<file path="src/rtl/radix4_sd_pkg.sv">
// rtl/radix4_sd_pkg.sv - shared constants, FSM encoding and width helper for the radix-4 on-the-fly converter
package radix4_sd_pkg;

    localparam int RADIX   = 4;
    localparam int DIGIT_W = 3;
    localparam int DIG_MIN = -3;
    localparam int DIG_MAX = 3;
    localparam logic [DIGIT_W-1:0] DIG_ILLEGAL = 3'b100;

    typedef enum logic {
        ACCEPT = 1'b0,
        DONE   = 1'b1
    } state_t;

    function automatic int res_w(input int n);
        return 2 * n + 1;
    endfunction

endpackage

</file>
<file path="src/rtl/radix4_otf_digit_append.sv">
// rtl/radix4_otf_digit_append.sv - combinational Q/QM update for one radix-4 signed digit
module radix4_otf_digit_append
    import radix4_sd_pkg::*;
#(
    parameter int w       = 9,
    parameter int digit_w = DIGIT_W,
    parameter int radix   = RADIX
) (
    input  logic [w-1:0]       q_cur,
    input  logic [w-1:0]       qm_cur,
    input  logic [digit_w-1:0] digit,
    output logic [w-1:0]       q_next,
    output logic [w-1:0]       qm_next
);

    localparam int SHIFT = $clog2(radix);

    logic [w-1:0] dig_ext;
    logic [w-1:0] q_sh;
    logic [w-1:0] qm_sh;

    always_comb begin
        dig_ext = {{(w-digit_w){digit[digit_w-1]}}, digit};
        q_sh    = q_cur << SHIFT;
        qm_sh   = qm_cur << SHIFT;
        q_next  = q_sh;
        qm_next = qm_sh + w'(radix - 1);
        // Negative digits borrow from QM so no carry ever has to ripple into Q.
        if (digit[digit_w-1]) begin
            q_next  = qm_sh + w'(radix) + dig_ext;
            qm_next = qm_sh + w'(radix - 1) + dig_ext;
        end else if (digit != '0) begin
            q_next  = q_sh + dig_ext;
            qm_next = q_sh + dig_ext - w'(1);
        end
    end

endmodule

</file>
<file path="src/rtl/radix4_otf_converter.sv">
// rtl/radix4_otf_converter.sv - MSD-first radix-4 signed-digit to two's-complement on-the-fly converter
// Optional illegal-digit checker: RADIX4_DIGIT_CHECK_EN
module radix4_otf_converter
    import radix4_sd_pkg::*;
#(
    parameter int no_of_digits = 4,
    parameter int radix_bits   = DIGIT_W,
    parameter int radix        = RADIX
) (
    input  logic                               clk,
    input  logic                               rst_n,
    input  logic                               clr,
    input  logic [radix_bits-1:0]              in_digit,
    input  logic                               in_valid,
    output logic                               in_ready,
    output logic [res_w(no_of_digits)-1:0]     out_data,
    output logic                               out_valid,
    input  logic                               out_ready,
    output logic                               err
);

    localparam int W     = res_w(no_of_digits);
    localparam int CNT_W = $clog2(no_of_digits + 1);
    localparam logic [CNT_W-1:0] LAST = CNT_W'(no_of_digits - 1);

    state_t           state;
    state_t           state_nxt;
    logic [W-1:0]     q_reg;
    logic [W-1:0]     qm_reg;
    logic [W-1:0]     q_nxt;
    logic [W-1:0]     qm_nxt;
    logic [CNT_W-1:0] cnt;
    logic             accept;
    logic             last;

    assign accept = in_valid && in_ready;
    assign last   = accept && (cnt == LAST);

    radix4_otf_digit_append #(
        .w       (W),
        .digit_w (radix_bits),
        .radix   (radix)
    ) u_append (
        .q_cur   (q_reg),
        .qm_cur  (qm_reg),
        .digit   (in_digit),
        .q_next  (q_nxt),
        .qm_next (qm_nxt)
    );

    always_ff @(posedge clk or negedge rst_n) begin
        if (!rst_n) begin
            state <= ACCEPT;
        end else if (clr) begin
            state <= ACCEPT;
        end else begin
            state <= state_nxt;
        end
    end

    always_comb begin
        state_nxt = state;
        case (state)
            ACCEPT:  if (last) state_nxt = DONE;
            DONE:    if (out_ready) state_nxt = ACCEPT;
            default: state_nxt = ACCEPT;
        endcase
    end

    always_comb begin
        in_ready  = (state == ACCEPT);
        out_valid = (state == DONE);
    end

    // Q/QM re-arm on the final digit so the next word starts clean after the bubble.
    always_ff @(posedge clk or negedge rst_n) begin
        if (!rst_n) begin
            q_reg    <= '0;
            qm_reg   <= '1;
            cnt      <= '0;
            out_data <= '0;
        end else if (clr) begin
            q_reg  <= '0;
            qm_reg <= '1;
            cnt    <= '0;
        end else if (accept) begin
            if (last) begin
                out_data <= q_nxt;
                q_reg    <= '0;
                qm_reg   <= '1;
                cnt      <= '0;
            end else begin
                q_reg  <= q_nxt;
                qm_reg <= qm_nxt;
                cnt    <= cnt + CNT_W'(1);
            end
        end
    end

`ifdef RADIX4_DIGIT_CHECK_EN
    always_ff @(posedge clk or negedge rst_n) begin
        if (!rst_n) begin
            err <= 1'b0;
        end else if (clr) begin
            err <= 1'b0;
        end else if (out_valid && out_ready) begin
            err <= 1'b0;
        end else if (accept && (in_digit == DIG_ILLEGAL)) begin
            err <= 1'b1;
        end
    end
`else
    assign err = 1'b0;
`endif

endmodule

</file>
<file path="config.mk">
export PLATFORM = sky130hd
export DESIGN_NAME = radix4_otf_converter
export DESIGN_NICKNAME = d
export VERILOG_FILES = /design/src/rtl/radix4_sd_pkg.sv /design/src/rtl/radix4_otf_digit_append.sv /design/src/rtl/radix4_otf_converter.sv
export SDC_FILE = /design/constraint.sdc
export NUM_CORES = 1
export LEC_CHECK = 0
export CAP_MARGIN = 20
export CORE_UTILIZATION = 45
export DETAILED_ROUTE_END_ITERATION = 10
export PLACE_DENSITY = 0.65
export SLEW_MARGIN = 20
export SYNTH_ARGS = -nofsm -noshare
export SYNTH_HDL_FRONTEND = slang
export SYNTH_SLANG_ARGS = --single-unit
</file>
<file path="constraint.sdc">
create_clock -name clk -period 4.2 [get_ports clk]
set_clock_uncertainty 0.1 [all_clocks]
set_input_delay 0.63 -clock clk [delete_from_list [all_inputs] [get_ports clk]]
set_output_delay 0.63 -clock clk [all_outputs]
set_load 0.01 [all_outputs]
</file>
======== Word level (Yosys, flattened, before mapping) ========
Index checks and enable logic that the tools add are counted.
word-level totals
  register bits ........................... 27
  logic and storage cells ................. 37
  output and inout port bits .............. 12
  input bits .............................. 8
cells by class
  reduce and logical (&&, ||, !) cells .... 5
  add/subtract/negate cells ............... 7
  mux-type cells .......................... 17
  bitwise operators ....................... 2
  equal/unequal tests ..................... 1
operator list
  operator             number
  $mux 7               8
  $add 9x9->9          2
  $mux 9               2
  $add 9x3->9 const B  1
  $mux 3               3
  $add 7x2->7 const B  1
  $add 7x7->7          1
  $sub 7x1->7 const B  1
  $add 3x1->3 const B  1
  $eq 3x2->1 const B   1
  $mux 1               3
  $reduce_and 3->1     1
  $reduce_bool 3->1    1
  $logic_and 1x1->1    2
  $not 1->1            2
  $pmux 1 s2           1
  $reduce_bool 2->1    1

======== Depth between registers and ports, before layout ========
Gate-level depths: netlist of run 1.
  depth after elaboration ................. 7
  gate-level depth with buffers ........... 11
  depth with buffers taken out ............ 10

======== Modules after synthesis ========
A second synthesis of run 1 with hierarchy kept.
unflattened totals
  cells, all modules ...................... 238
  area, all modules ....................... 2474.9 µm²
modules (own cells, without submodules)
  module                   times used  cells each  sequential area each (µm²)  area each (µm²)
  radix4_otf_converter     1           78          787.0                       1251.2
  radix4_otf_digit_append  1           160         0.0                         1223.7

======== Least setup slack after synthesis of run 1 ========
No wires, ideal clock.
  kind .................................... input to register
  from .................................... in in_digit[2]
  to ...................................... reg out_data[7]
  arrival time ............................ 2.400 ns
  stages .................................. 11
  path slack .............................. 1.579 ns
  required time ........................... 3.979 ns
  buffers on the path ..................... 1
  setup time .............................. 0.121 ns
  path through ............................ clkbuf_1 inv_1 ha_1 nand2b_2 fa_1 inv_1 a21o_1 a21oi_1 xor2_1 a21oi_1 a22o_1
on the way
  longest elaborated chain between the ends .. 3
  elaborated cells on any way between the ends .. 5
  those cells by class .................... add/sub (2); mux (2); reduce/logical (1)
RTL lines
  what                                              RTL line                                                      RTL
  start: declaration                                radix4_otf_converter.sv:13                                    input logic [radix_bits-1:0] in_digit,
  $add 9x9->9 or $reduce_bool 3->1 (tied branches)  radix4_otf_digit_append.sv:33, radix4_otf_digit_append.sv:32
  $mux 9                                            radix4_otf_digit_append.sv:32                                 end else if (digit != '0) begin
  $mux 9 (*)                                        radix4_otf_digit_append.sv:29                                 if (digit[digit_w-1]) begin
  end signal: assignment                            radix4_otf_converter.sv:88                                    out_data <= q_nxt;
  end: declaration                                  radix4_otf_converter.sv:16                                    output logic [res_w(no_of_digits)-1:0] out_data,
Mark *: on every way between the ends. The rest lies on a longest branch, timed or not.
A chain may end at the register's enable or synchronous reset.

======== Worst setup path after layout of run 1 ========
Ends and elaborated chain as after synthesis.

==> PnR_summary.wiki, run 1 <==
{| class="wikitable"
! Metric !! Value
|-
| Share of synthesized area spent on multiplexers || 1.564%
|-
| Global-route congestion overflow total || 0
|-
| Highest Clock Rate || 325.9 MHz
|-
| CTS root buffer || sky130_fd_sc_hd__clkbuf_8
|-
| Final Total Pwr || 736.6 uW
|-
| Max-cap viol count || 0
|-
| Post-Synthesis Mean Instance Area || 8.926 sq um
|-
| Die Span X || 68.66 um
|-
| Drt first pass iters || 4
|-
| Async SR Flop Fraction || 100.0%
|-
| Total global routing track utilization || between 20% and 30%
|-
| Syn-to-layout area delta || 13.96%
|-
| Cell chain of the critical path || clkdlybuf4s50_1 > inv_1 > ha_1 > nand2b_2 > fa_1 > inv_1 > a21o_1 > a21oi_1 > xor2_1 > a21oi_1 > a22o_1
|-
| Critical Path End Type || flop
|-
| Pins over their slew limit || 0
|-
| Max H-tree Level || 1
|-
| CP Class || input pin to flop
|-
| Synth Flop Type || sky130_fd_sc_hd__dfrtp_1
|-
| Slew at the pin with the worst max-slew slack || 0.8617 ns
|-
| Clock transition at the register clock pins on the worst setup and hold paths after CTS || 0.10 ns
|-
| CTS Buf Count || 3
|-
| Detail Route Antenna Nets || 0
|-
| Switch Pwr || 245.8 uW
|-
| Register-to-Register Setup Slack || between 1.5 and 2 ns
|-
| Via/cell ratio || 5.301
|-
| Pwr dens || 323.3 nW/um^2
|-
| I/O pin cnt || 20
|-
| Proportion of power drawn by the clock network || 20.5%
|-
| Routed wire length per instance || 14.43 um
|-
| Share of the yosys chip area belonging to registers || 34.23%
|-
| Run status || completed
|-
| Full die area || 4714 sq um
|-
| Simple-gate portion of the synthesized area || between 10% and 20%
|-
| Starting density of the core || 48.25%
|-
| Critical path required time || ~4.3 ns
|-
| Gate family responsible for the most delay along the worst path || buffers and inverters
|-
| Combinational family with the most area after synthesis || compound AO/OA/AOI/OAI gates
|-
| Arrival time at the worst endpoint || 3.14 ns
|-
| Maximum number of pins on one net before global-route repair || 22
|-
| Number of enable flip-flop cells after synthesis || 0
|-
| Syn_nets || between 200 and 300
|-
| Number of clock sinks || 27
|-
| Overall routed net length || 4213 um
|-
| Post-synthesis cell area || 1999 sq um
|-
| Worst-path fanout max || 9
|-
| Global placement routability congestion || 0.8052
|-
| Nets || 276
|-
| CP bufs+invs || 3
|-
| First-pass GRT wire length || 6969 um
|-
| Later-pin clock latency in the skew report || 0.27 ns
|-
| Row Count || 23
|-
| Library cell contributing the largest single delay on the critical path || sky130_fd_sc_hd__clkdlybuf4s50_1
|-
| Number of hold violations in the final report || 0
|-
| Initial antenna violation count || 0
|-
| Final Cycle Share || around 73%
|-
| Port buffer count || 18
|-
| Flip-flop count of the largest register after layout || 9
|-
| Setup Buffers After CTS || 0
|-
| Worst relative slew slack || 42.37%
|-
| Critical path startpoint category || input pin
|-
| Xor/xnor cell area share of the yosys netlist || under 10%
|-
| Mapped Cells || 224
|-
| Area of the core || 4144 sq um
|-
| Time the worst path needs with I/O delays and setup || 3.068 ns
|-
| Proportion of total power due to net switching || 33.38%
|-
| Worst min path class || flop to flop
|-
| Internal power summed over all cells || 490.7 uW
|-
| Commonest cells after routing, fill and taps aside || sky130_fd_sc_hd__nand2_1 (24), sky130_fd_sc_hd__a21oi_1 (24), sky130_fd_sc_hd__ha_1 (21)
|-
| Hold-fix buffer count after cts || 0
|-
| Total inserted antenna cells || 0
|-
| DIE HEIGHT || 68.66 um
|-
| Flop pwr share || between 40 and 50%
|-
| Half-perimeter wire length of the detailed placement result || 3306 um
|-
| Resized cells post-CTS || 0
|-
| Synthesis-stage register bit count || 27
|-
| CTS tree || yes
|-
| Setup repair after global routing missed its margin || no
|-
| Clock tree buffer depth || 2
|-
| Leakage component of the power || 0.001026 uW
|-
| Share of the synthesized area in compound gates (AO/OA/AOI/OAI) || 18.90%
|-
| Count of final setup violators || 0
|-
| Detailed-route via count || ~1500
|-
| Final sum of negative setup slack || 0 ns
|-
| Number of DRC markers after the initial detailed-route iteration || 79
|-
| Synth warn || 0
|-
| Critical Path Max Stage Delay || 0.71 ns
|-
| Maximum ir drop on the vdd rail || 189.5 uV
|-
| Synth Area in Adders || between 10% and 20%
|-
| Part of the total power dissipated in combinational logic || 36.8%
|-
| Vias in the first global route || 1474
|-
| Post-synthesis cell type count || 41
|-
| Ratio of cells with drive above 1 in the final layout || 8.264%
|-
| DRC violations left || 0
|}
==> power by group through the flow <==
stage	combinational [uW]	clock, uW	sequential (uW)
global placement	273	0	319
finish	271	151	314
floorplan	179	0	323
global route	307	167	319
detailed placement	273	0	319
CTS	275	158	314
==> logic make-up after synthesis <==
kind of cell	count (synthesis)
other	1
adder cells (fa/ha/maj)	25
multiplexers	3
buffers and inverters	18
flip-flops	27
AO/OA/AOI/OAI	64
AND/OR/NAND/NOR	68
XOR/XNOR	18
==> worst paths after layout <==
check | cells past startpoint | to | start
max in group asynchronous | 2 | out_data[0] | rst_n
min in group asynchronous | 1 | out_data[7] | rst_n
max | 11 | out_data[7] | in_digit[2]
max reg2reg | 8 | qm_reg[6] | q_reg[0]
min | 2 | out_data[1] | out_data[1]
min reg2reg | 2 | out_data[1] | out_data[1]
==> layout make-up <==
type                    instances  area (sq um)
fillers                       397          1866
multi-input cells             179          1237
flip-flops and latches         27         684.4
repair buffers                 22         210.2
well taps                      50         62.56
clock buffers                   3         41.29
inverters                      10         37.54
clock inverters                 1         5.005
==> layer usage <==
| metal | up-vias | track usage, % | wire (um) |
|---|---|---|---|
| li1 | 812 | - | - |
| met1 | 706 | 28.25 | 2128 |
| met2 | 24 | 32.35 | 1913 |
| met3 | 6 | 3.783 | 131 |
| met4 | 0 | 4.167 | 40 |
| met5 | - | 0 | 0 |
==> synth_stat cells (3+ instances only) <==
cell | number | share of area [%]
sky130_fd_sc_hd__o211ai_1 | 3 | 1.1
sky130_fd_sc_hd__ha_1 | 21 | 13
sky130_fd_sc_hd__fa_1 | 4 | 4.0
sky130_fd_sc_hd__xnor2_1 | 11 | 4.8
sky130_fd_sc_hd__a21oi_1 | 24 | 6.0
sky130_fd_sc_hd__a21o_1 | 3 | 1.1
sky130_fd_sc_hd__a211oi_1 | 3 | 1.1
sky130_fd_sc_hd__nand2b_1 | 5 | 1.6
sky130_fd_sc_hd__buf_2 | 5 | 1.3
sky130_fd_sc_hd__nor2_1 | 18 | 3.4
sky130_fd_sc_hd__nor2b_1 | 5 | 1.6
sky130_fd_sc_hd__dfrtp_1 | 20 | 25
sky130_fd_sc_hd__dfstp_2 | 7 | 9.2
sky130_fd_sc_hd__o21ai_0 | 20 | 5.0
sky130_fd_sc_hd__inv_1 | 10 | 1.9
sky130_fd_sc_hd__nand2_1 | 24 | 4.5
sky130_fd_sc_hd__nor4_1 | 3 | 0.94
sky130_fd_sc_hd__xor2_1 | 7 | 3.1
==> worst register-to-register path, cell delays in order, from the launching register on <==
cell	delay (ns)
sky130_fd_sc_hd__dfrtp_1	0.42
sky130_fd_sc_hd__ha_1	0.22
sky130_fd_sc_hd__fa_1	0.50
sky130_fd_sc_hd__nor3b_1	0.33
sky130_fd_sc_hd__nor2b_1	0.18
sky130_fd_sc_hd__o21ai_0	0.11
sky130_fd_sc_hd__xor2_1	0.16
sky130_fd_sc_hd__o211ai_1	0.20
sky130_fd_sc_hd__a21oi_1	0.10
==> metrics by stage <==
stage	setup WS [ns]	std cells	cell area [sq um]	hold WS, ns	util [%]
2_1_floorplan	1.579	224	1999	0.2344	-
3_3_place_gp	0.8591	288	2232	0.3650	53.86
3_5_place_dp	0.8371	288	2232	0.3693	53.86
4_1_cts	1.115	292	2278	0.3923	54.98
5_1_grt	0.9153	292	2278	0.4201	54.98
6_report	1.132	292	2278	0.3841	54.98
Power figures use the tool's default switching activity.
==> inputs of run 2 (changes only) <==
==> constraint.sdc (replaced) <==
create_clock -name clk -period 3.1 [get_ports clk]
set_clock_uncertainty 0.1 [all_clocks]
set_input_delay 0.465 -clock clk [delete_from_list [all_inputs] [get_ports clk]]
set_output_delay 0.465 -clock clk [all_outputs]
set_load 0.01 [all_outputs]
==> run 2 against run 1 <==
Cell count up 1.7%; clock power up 35%; clock-buffer cell count unchanged; largest cell class unchanged; global-route usage about the same.
==> PnR_summary.wiki, run 2 (synthesized netlist as in run 1, its figures left out) <==
{| class="wikitable"
! Metric !! Value
|-
| CP Class || input pin to flop
|-
| Clock transition at the register clock pins on the worst setup and hold paths after CTS || 0.09 ns (about the same)
|-
| Number of DRC markers after the initial detailed-route iteration || 86 (+8.9%)
|-
| Row Count || 23 (unchanged)
|-
| CTS Buf Count || 3 (unchanged)
|-
| Half-perimeter wire length of the detailed placement result || 3277 um (-0.87%)
|-
| Worst-path fanout max || 10 (+1)
|-
| Port buffer count || 18 (unchanged)
|-
| Area of the core || 4144 sq um (unchanged)
|-
| Final Cycle Share || 85.83%
|-
| Clock tree buffer depth || 2 (unchanged)
|-
| I/O pin cnt || 20 (unchanged)
|-
| Timing startpoint of the critical path || in_digit[2]
|-
| Drt first pass iters || 7 (+3)
|-
| Starting density of the core || 48.25% (unchanged)
|-
| Vias in the first global route || 1444 (-2.0%)
|-
| DIE HEIGHT || 68.66 um (unchanged)
|-
| Final Total Pwr || 1007 uW (+37%)
|-
| CTS tree || yes
|-
| Critical path startpoint category || input pin
|-
| Ratio of cells with drive above 1 in the final layout || 10.12% (+1.9 points)
|-
| Leakage component of the power || 0.001050 uW (+2.4%)
|-
| Full die area || 4714 sq um (unchanged)
|-
| Global-route congestion overflow total || 0 (unchanged)
|-
| Worst R2R End || out_data[7]
|-
| Slew at the pin with the worst max-slew slack || 0.7106 ns (-0.1512 ns)
|-
| Setup repair after global routing missed its margin || no
|-
| Max-cap viol count || 0 (unchanged)
|-
| Flip-flop count of the largest register after layout || 9 (unchanged)
|-
| Final sum of negative setup slack || 0 ns (unchanged)
|-
| Nets || 281 (+1.8%)
|-
| Global placement routability congestion || 0.9036 (+12%)
|-
| Number of hold violations in the final report || 0 (unchanged)
|-
| Total global routing track utilization || 20.19% (-0.041 points)
|-
| Hold Crit Depth || 2 (unchanged)
|-
| Via/cell ratio || 5.354 (+0.98%)
|-
| Highest Clock Rate || 375.8 MHz
|-
| Routed wire length per instance || 13.91 um (-3.6%)
|-
| Hold-fix buffer count after cts || 0 (unchanged)
|-
| Max H-tree Level || 1 (unchanged)
|-
| Pins over their slew limit || 0 (unchanged)
|-
| Maximum ir drop on the vdd rail || 283.2 uV (+49%)
|-
| Total inserted antenna cells || 0 (unchanged)
|-
| End point of the critical path || out_data[7]
|-
| Arrival time at the worst endpoint || 2.73 ns (-0.41 ns)
|-
| Detail Route Antenna Nets || 0 (unchanged)
|-
| Detailed-route via count || 1590 (+2.7%)
|-
| Pwr dens || 434.8 nW/um^2 (+34%)
|-
| First-pass GRT wire length || 6955 um (-0.20%)
|-
| Run status || completed
|-
| Worst min path class || flop to flop
|-
| Commonest cells after routing, fill and taps aside || sky130_fd_sc_hd__nand2_1 (24), sky130_fd_sc_hd__a21oi_1 (24), sky130_fd_sc_hd__ha_1 (21)
|-
| Register-to-Register Setup Slack || 0.76 ns (-1.05 ns)
|-
| Register cell area after layout || 684.4 sq um (unchanged)
|-
| CTS root buffer || sky130_fd_sc_hd__clkbuf_8
|-
| DRC violations left || 0 (unchanged)
|-
| RR Startpoint || qm_reg[0]
|-
| Overall routed net length || 4132 um (-1.9%)
|-
| FILL cells || 402 (+1.3%)
|-
| Area of combinational cells with multiple inputs || 1237 sq um (unchanged)
|-
| Setup Buffers After CTS || 0 (unchanged)
|-
| Number of clock sinks || 27 (unchanged)
|-
| Later-pin clock latency in the skew report || 0.28 ns (about the same)
|-
| Critical path required time || 3.17 ns (-1.10 ns)
|-
| Resized cells post-CTS || 0 (unchanged)
|-
| Time the worst path needs with I/O delays and setup || 2.661 ns
|-
| Die Span X || 68.66 um (unchanged)
|-
| Register-to-Register Path Depth || 10 (+2)
|-
| Count of final setup violators || 0 (unchanged)
|-
| Critical Path End Type || flop
|-
| Syn-to-layout area delta || 15.83%
|-
| Maximum number of pins on one net before global-route repair || 28 (+27%)
|-
| Initial antenna violation count || 0 (unchanged)
|-
| Worst relative slew slack || 52.45% (+10 points)
|}
## run 2: how the worst min path moves through the flow
| stage | slack (ns) | start | to |
|---|---|---|---|
| finish | 0.39 | out_data[5] | out_data[5] |
| global route | 0.42 | out_data[6] | out_data[6] |
| global placement | 0.36 | out_data[6] | out_data[6] |
| detailed placement | 0.37 | out_data[0] | out_data[0] |
| CTS | 0.39 | out_data[0] | out_data[0] |
| floorplan | 0.07 | rst_n | cnt[0] |
## run 2: area by class of cell
cell class | count | share of cell area, %
clock buffer | 3 | 1.783
timing repair buffer | 27 | 10.70
tap | 50 | 2.701
inverter | 10 | 1.621
multi-input combinational | 179 | 53.43
sequential | 27 | 29.55
clock inverter | 1 | 0.2161
## run 2: critical path: stages
cell                              delay (ns)
sky130_fd_sc_hd__clkdlybuf4s50_1        0.40
sky130_fd_sc_hd__buf_4                  0.18
sky130_fd_sc_hd__buf_4                  0.17
sky130_fd_sc_hd__ha_1                   0.31
sky130_fd_sc_hd__nand2b_2               0.08
sky130_fd_sc_hd__fa_1                   0.44
sky130_fd_sc_hd__inv_1                  0.07
sky130_fd_sc_hd__a21o_1                 0.12
sky130_fd_sc_hd__a21oi_1                0.07
sky130_fd_sc_hd__xor2_1                 0.13
sky130_fd_sc_hd__a21oi_1                0.08
sky130_fd_sc_hd__a22o_1                 0.21
## run 2: through the flow
stage | util, % | setup slack, ns | std cells | hold WS [ns] | cell area (sq um)
after floorplan | - | 0.6437 | 224 | 0.06941 | 1999
after global placement | 54.77 | 0.1765 | 293 | 0.3646 | 2270
after detailed placement | 54.77 | 0.1655 | 293 | 0.3690 | 2270
after CTS | 55.89 | 0.4331 | 297 | 0.3922 | 2316
after global routing | 55.89 | 0.2401 | 297 | 0.4198 | 2316
final | 55.89 | 0.4392 | 297 | 0.3852 | 2316
## run 2: routing by layer
| metal | share of wire (%) | GRT usage [%] | routed length, um |
|---|---|---|---|
| met1 | 49 | 27.79 | 2010 |
| met2 | 46 | 31.50 | 1886 |
| met3 | 3.5 | 3.454 | 145 |
| met4 | 2.2 | 7.552 | 90 |
| met5 | 0 | 0 | 0 |
## run 2: power breakdown
part | internal [uW] | switching [uW] | total (uW) | leakage [uW]
combinational | 183 | 194 | 377 | 0.000681
sequential | 398 | 28.0 | 426 | 0.000344
clock | 90.3 | 114 | 204 | 0.0000255
==> inputs of run 3 (changes only) <==
--- a/config.mk
+++ b/config.mk
@@ -8,7 +8,9 @@
 export CAP_MARGIN = 20
 export CORE_UTILIZATION = 45
 export DETAILED_ROUTE_END_ITERATION = 10
-export PLACE_DENSITY = 0.65
+export DONT_BUFFER_PORTS = 1
+export HOLD_SLACK_MARGIN = 0.05
+export SKIP_LAST_GASP = 1
 export SLEW_MARGIN = 20
 export SYNTH_ARGS = -nofsm -noshare
 export SYNTH_HDL_FRONTEND = slang
==> run 3 against run 2 <==
Wire length is 1.1% higher; critical path depth is 2 lower; flip-flop and latch count stayed put; sequential power is 3% higher; hold slack worse by 0.24 ns; clock power hardly changed; combinational power is 21% lower; largest power group unchanged; maximum frequency is 14% higher; critical path type is now flop to flop; clock-buffer cell count is 1 higher; worst setup slack better by 0.32 ns.
==> PnR_summary.wiki, run 3 (synthesized netlist as in run 1, its figures left out) <==
{| class="wikitable"
! Metric !! Value
|-
| Run status || completed
|-
| Half-perimeter wire length of the detailed placement result || 3193 um (-2.6%)
|-
| Drt first pass iters || 4 (-3)
|-
| Final sum of negative setup slack || 0 ns (unchanged)
|-
| Critical Path End Type || flop
|-
| Switch Pwr || 317.5 uW (-5.5%)
|-
| Routed wire length per instance || 15.30 um (+10%)
|-
| Overall routed net length || 4177 um (+1.1%)
|-
| Global-route congestion overflow total || 0 (unchanged)
|-
| Slew at the pin with the worst max-slew slack || 0.7701 ns (+0.05952 ns)
|-
| Global placement routability congestion || 0.8414 (-6.9%)
|-
| Commonest cells after routing, fill and taps aside || sky130_fd_sc_hd__nand2_1 (24), sky130_fd_sc_hd__a21oi_1 (24), sky130_fd_sc_hd__ha_1 (21)
|-
| Critical path startpoint category || flop
|-
| I/O pin cnt || 20 (unchanged)
|-
| Port buffer count || 0 (-18)
|-
| CP Class || flop to flop
|-
| Hold Path Origin || clr
|-
| Total global routing track utilization || 19.83% (-0.36 points)
|-
| Setup Buffers After CTS || 0 (unchanged)
|-
| Maximum ir drop on the vdd rail || 200.6 uV (-29%)
|-
| Core Util, Final || 50.79% (-5.1 points)
|-
| Row Count || 23 (unchanged)
|-
| Number of hold violations in the final report || 0 (unchanged)
|-
| Critical path required time || 3.18 ns (about the same)
|-
| Total inserted antenna cells || 0 (unchanged)
|-
| Clock transition at the register clock pins on the worst setup and hold paths after CTS || 0.10 ns (about the same)
|-
| Proportion of power drawn by the clock network || 21.6% (+1.4 points)
|-
| Nets || 257 (-8.5%)
|-
| CTS root buffer || sky130_fd_sc_hd__clkbuf_8
|-
| Max-cap viol count || 0 (unchanged)
|-
| Syn-to-layout area delta || 5.257%
|-
| Register-to-Register Setup Slack || 0.76 ns (about the same)
|-
| Maximum number of pins on one net before global-route repair || 32 (+14%)
|-
| Filler-free cell count of the finished design || 273 (-8.1%)
|-
| Later-pin clock latency in the skew report || 0.28 ns (about the same)
|-
| CTS tree || yes
|-
| Pins over their slew limit || 0 (unchanged)
|-
| Full die area || 4714 sq um (unchanged)
|-
| Ratio of cells with drive above 1 in the final layout || 7.623% (-2.5 points)
|-
| Count of final setup violators || 0 (unchanged)
|-
| Hold-fix buffer count after cts || 2 (+2)
|-
| Via/cell ratio || 5.692 (+6.3%)
|-
| Hold Crit Depth || 1 (-1)
|-
| Timing startpoint of the critical path || qm_reg[0]
|-
| End point of the critical path || out_data[7]
|-
| Time the worst path needs with I/O delays and setup || 2.343 ns (-0.3175 ns)
|-
| Die Span X || 68.66 um (unchanged)
|-
| Detail Route Antenna Nets || 0 (unchanged)
|-
| DRC violations left || 0 (unchanged)
|-
| Number of placed instances with taps included || 267 (-8.9%)
|-
| Pwr dens || 448.0 nW/um^2 (+3.0%)
|-
| Register-to-Register Path Depth || 10 (unchanged)
|-
| Proportion of total power due to net switching || 33.68% (+0.33 points)
|-
| Vias in the first global route || 1483 (+2.7%)
|-
| Setup repair after global routing missed its margin || no
|-
| Number of clock sinks || 27 (unchanged)
|-
| Part of the total power dissipated in combinational logic || 31.8% (-5.6 points)
|-
| Hold Worst Slack || 0.1463 ns (-0.2390 ns)
|-
| Detailed-route via count || 1554 (-2.3%)
|-
| RR Startpoint || qm_reg[0]
|-
| Worst relative slew slack || 48.47% (-4.0 points)
|-
| Internal power summed over all cells || 625.3 uW (-6.8%)
|-
| DIE HEIGHT || 68.66 um (unchanged)
|-
| Number of DRC markers after the initial detailed-route iteration || 109 (+27%)
|-
| Flip-flop count of the largest register after layout || 9 (unchanged)
|-
| Leakage component of the power || 0.0009550 uW (-9.1%)
|-
| Area of the core || 4144 sq um (unchanged)
|-
| Worst min path class || input pin to flop
|-
| Highest Clock Rate || 426.7 MHz (+14%)
|-
| Initial antenna violation count || 0 (unchanged)
|-
| Worst R2R End || out_data[7]
|-
| Max H-tree Level || 1 (unchanged)
|-
| Worst-path fanout max || 4 (-6)
|-
| Clock tree buffer depth || 2 (unchanged)
|-
| Starting density of the core || 48.25% (unchanged)
|-
| Resized cells post-CTS || 0 (unchanged)
|-
| First-pass GRT wire length || 6851 um (-1.5%)
|-
| Flop pwr share || 46.7% (+4.4 points)
|-
| Final Total Pwr || 942.7 uW (-6.4%)
|-
| CTS Buf Count || 3 (unchanged)
|-
| Final Cycle Share || 75.59% (-10 points)
|-
| Arrival time at the worst endpoint || 2.42 ns (-0.31 ns)
|-
| FILL cells || 400 (-0.50%)
|}
## run 3: cell types whose count changed in the layout (fill, tap and decap cells not counted), sizes merged
cell / previous run / this run
clkinv: 1 / 0
buf: 9 / 2
clkdlybuf4s50: 18 / 0
clkbuf: 3 / 4
dlygate4sd3: 0 / 1
## run 3: power by group through the flow
stage / Combinational (uW) / Clock, uW / Sequential (uW)
after global routing: 341 / 223 / 448
after detailed placement: 288 / 0 / 448
after floorplan: 243 / 0 / 437
final: 299 / 203 / 440
after CTS: 301 / 214 / 441
after global placement: 282 / 0 / 446
## run 3: how the worst min path moves through the flow
| stage | slack (ns) | to |
|---|---|---|
| after floorplan | 0.07 | cnt[0] |
| after global placement | 0.07 | out_data[7] |
| after detailed placement | 0.07 | out_data[8] |
| after CTS | 0.13 | cnt[1] |
| after global routing | 0.13 | cnt[1] |
| final | 0.15 | cnt[1] |
## run 3: layer usage
layer	part of all wire [%]	global-route usage, %
met5	0	0
met4	1.3	4.688
met3	4.7	5.099
met2	49	33.82
met1	45	24.87
## run 3: cell type report
cell class              instances  area (sq um)  area share, %
flip-flops and latches         27         684.4          32.52
inverters                      10         37.54          1.784
well taps                      50         62.56          2.973
multi-input cells             179          1237          58.80
repair buffers                  3         37.54          1.784
clock buffers                   4         45.04          2.140
## run 3: stage by stage
stage               setup slack [ns]  instance area (sq um)
finish                        0.7566                   2105
global route                  0.5557                   2105
CTS                           0.7506                   2105
detailed placement            0.7141                   2029
global placement              0.7696                   2029
floorplan                     0.6437                   1999
## run 3: worst max-delay path, cell delays in order, from the launching register on
cell                       delay [ns]
sky130_fd_sc_hd__dfstp_2         0.57
sky130_fd_sc_hd__inv_1           0.08
sky130_fd_sc_hd__ha_1            0.17
sky130_fd_sc_hd__nand2b_2        0.20
sky130_fd_sc_hd__fa_1            0.43
sky130_fd_sc_hd__inv_1           0.07
sky130_fd_sc_hd__a21o_1          0.12
sky130_fd_sc_hd__a21oi_1         0.07
sky130_fd_sc_hd__xor2_1          0.15
sky130_fd_sc_hd__a21oi_1         0.09
sky130_fd_sc_hd__a22o_1          0.21
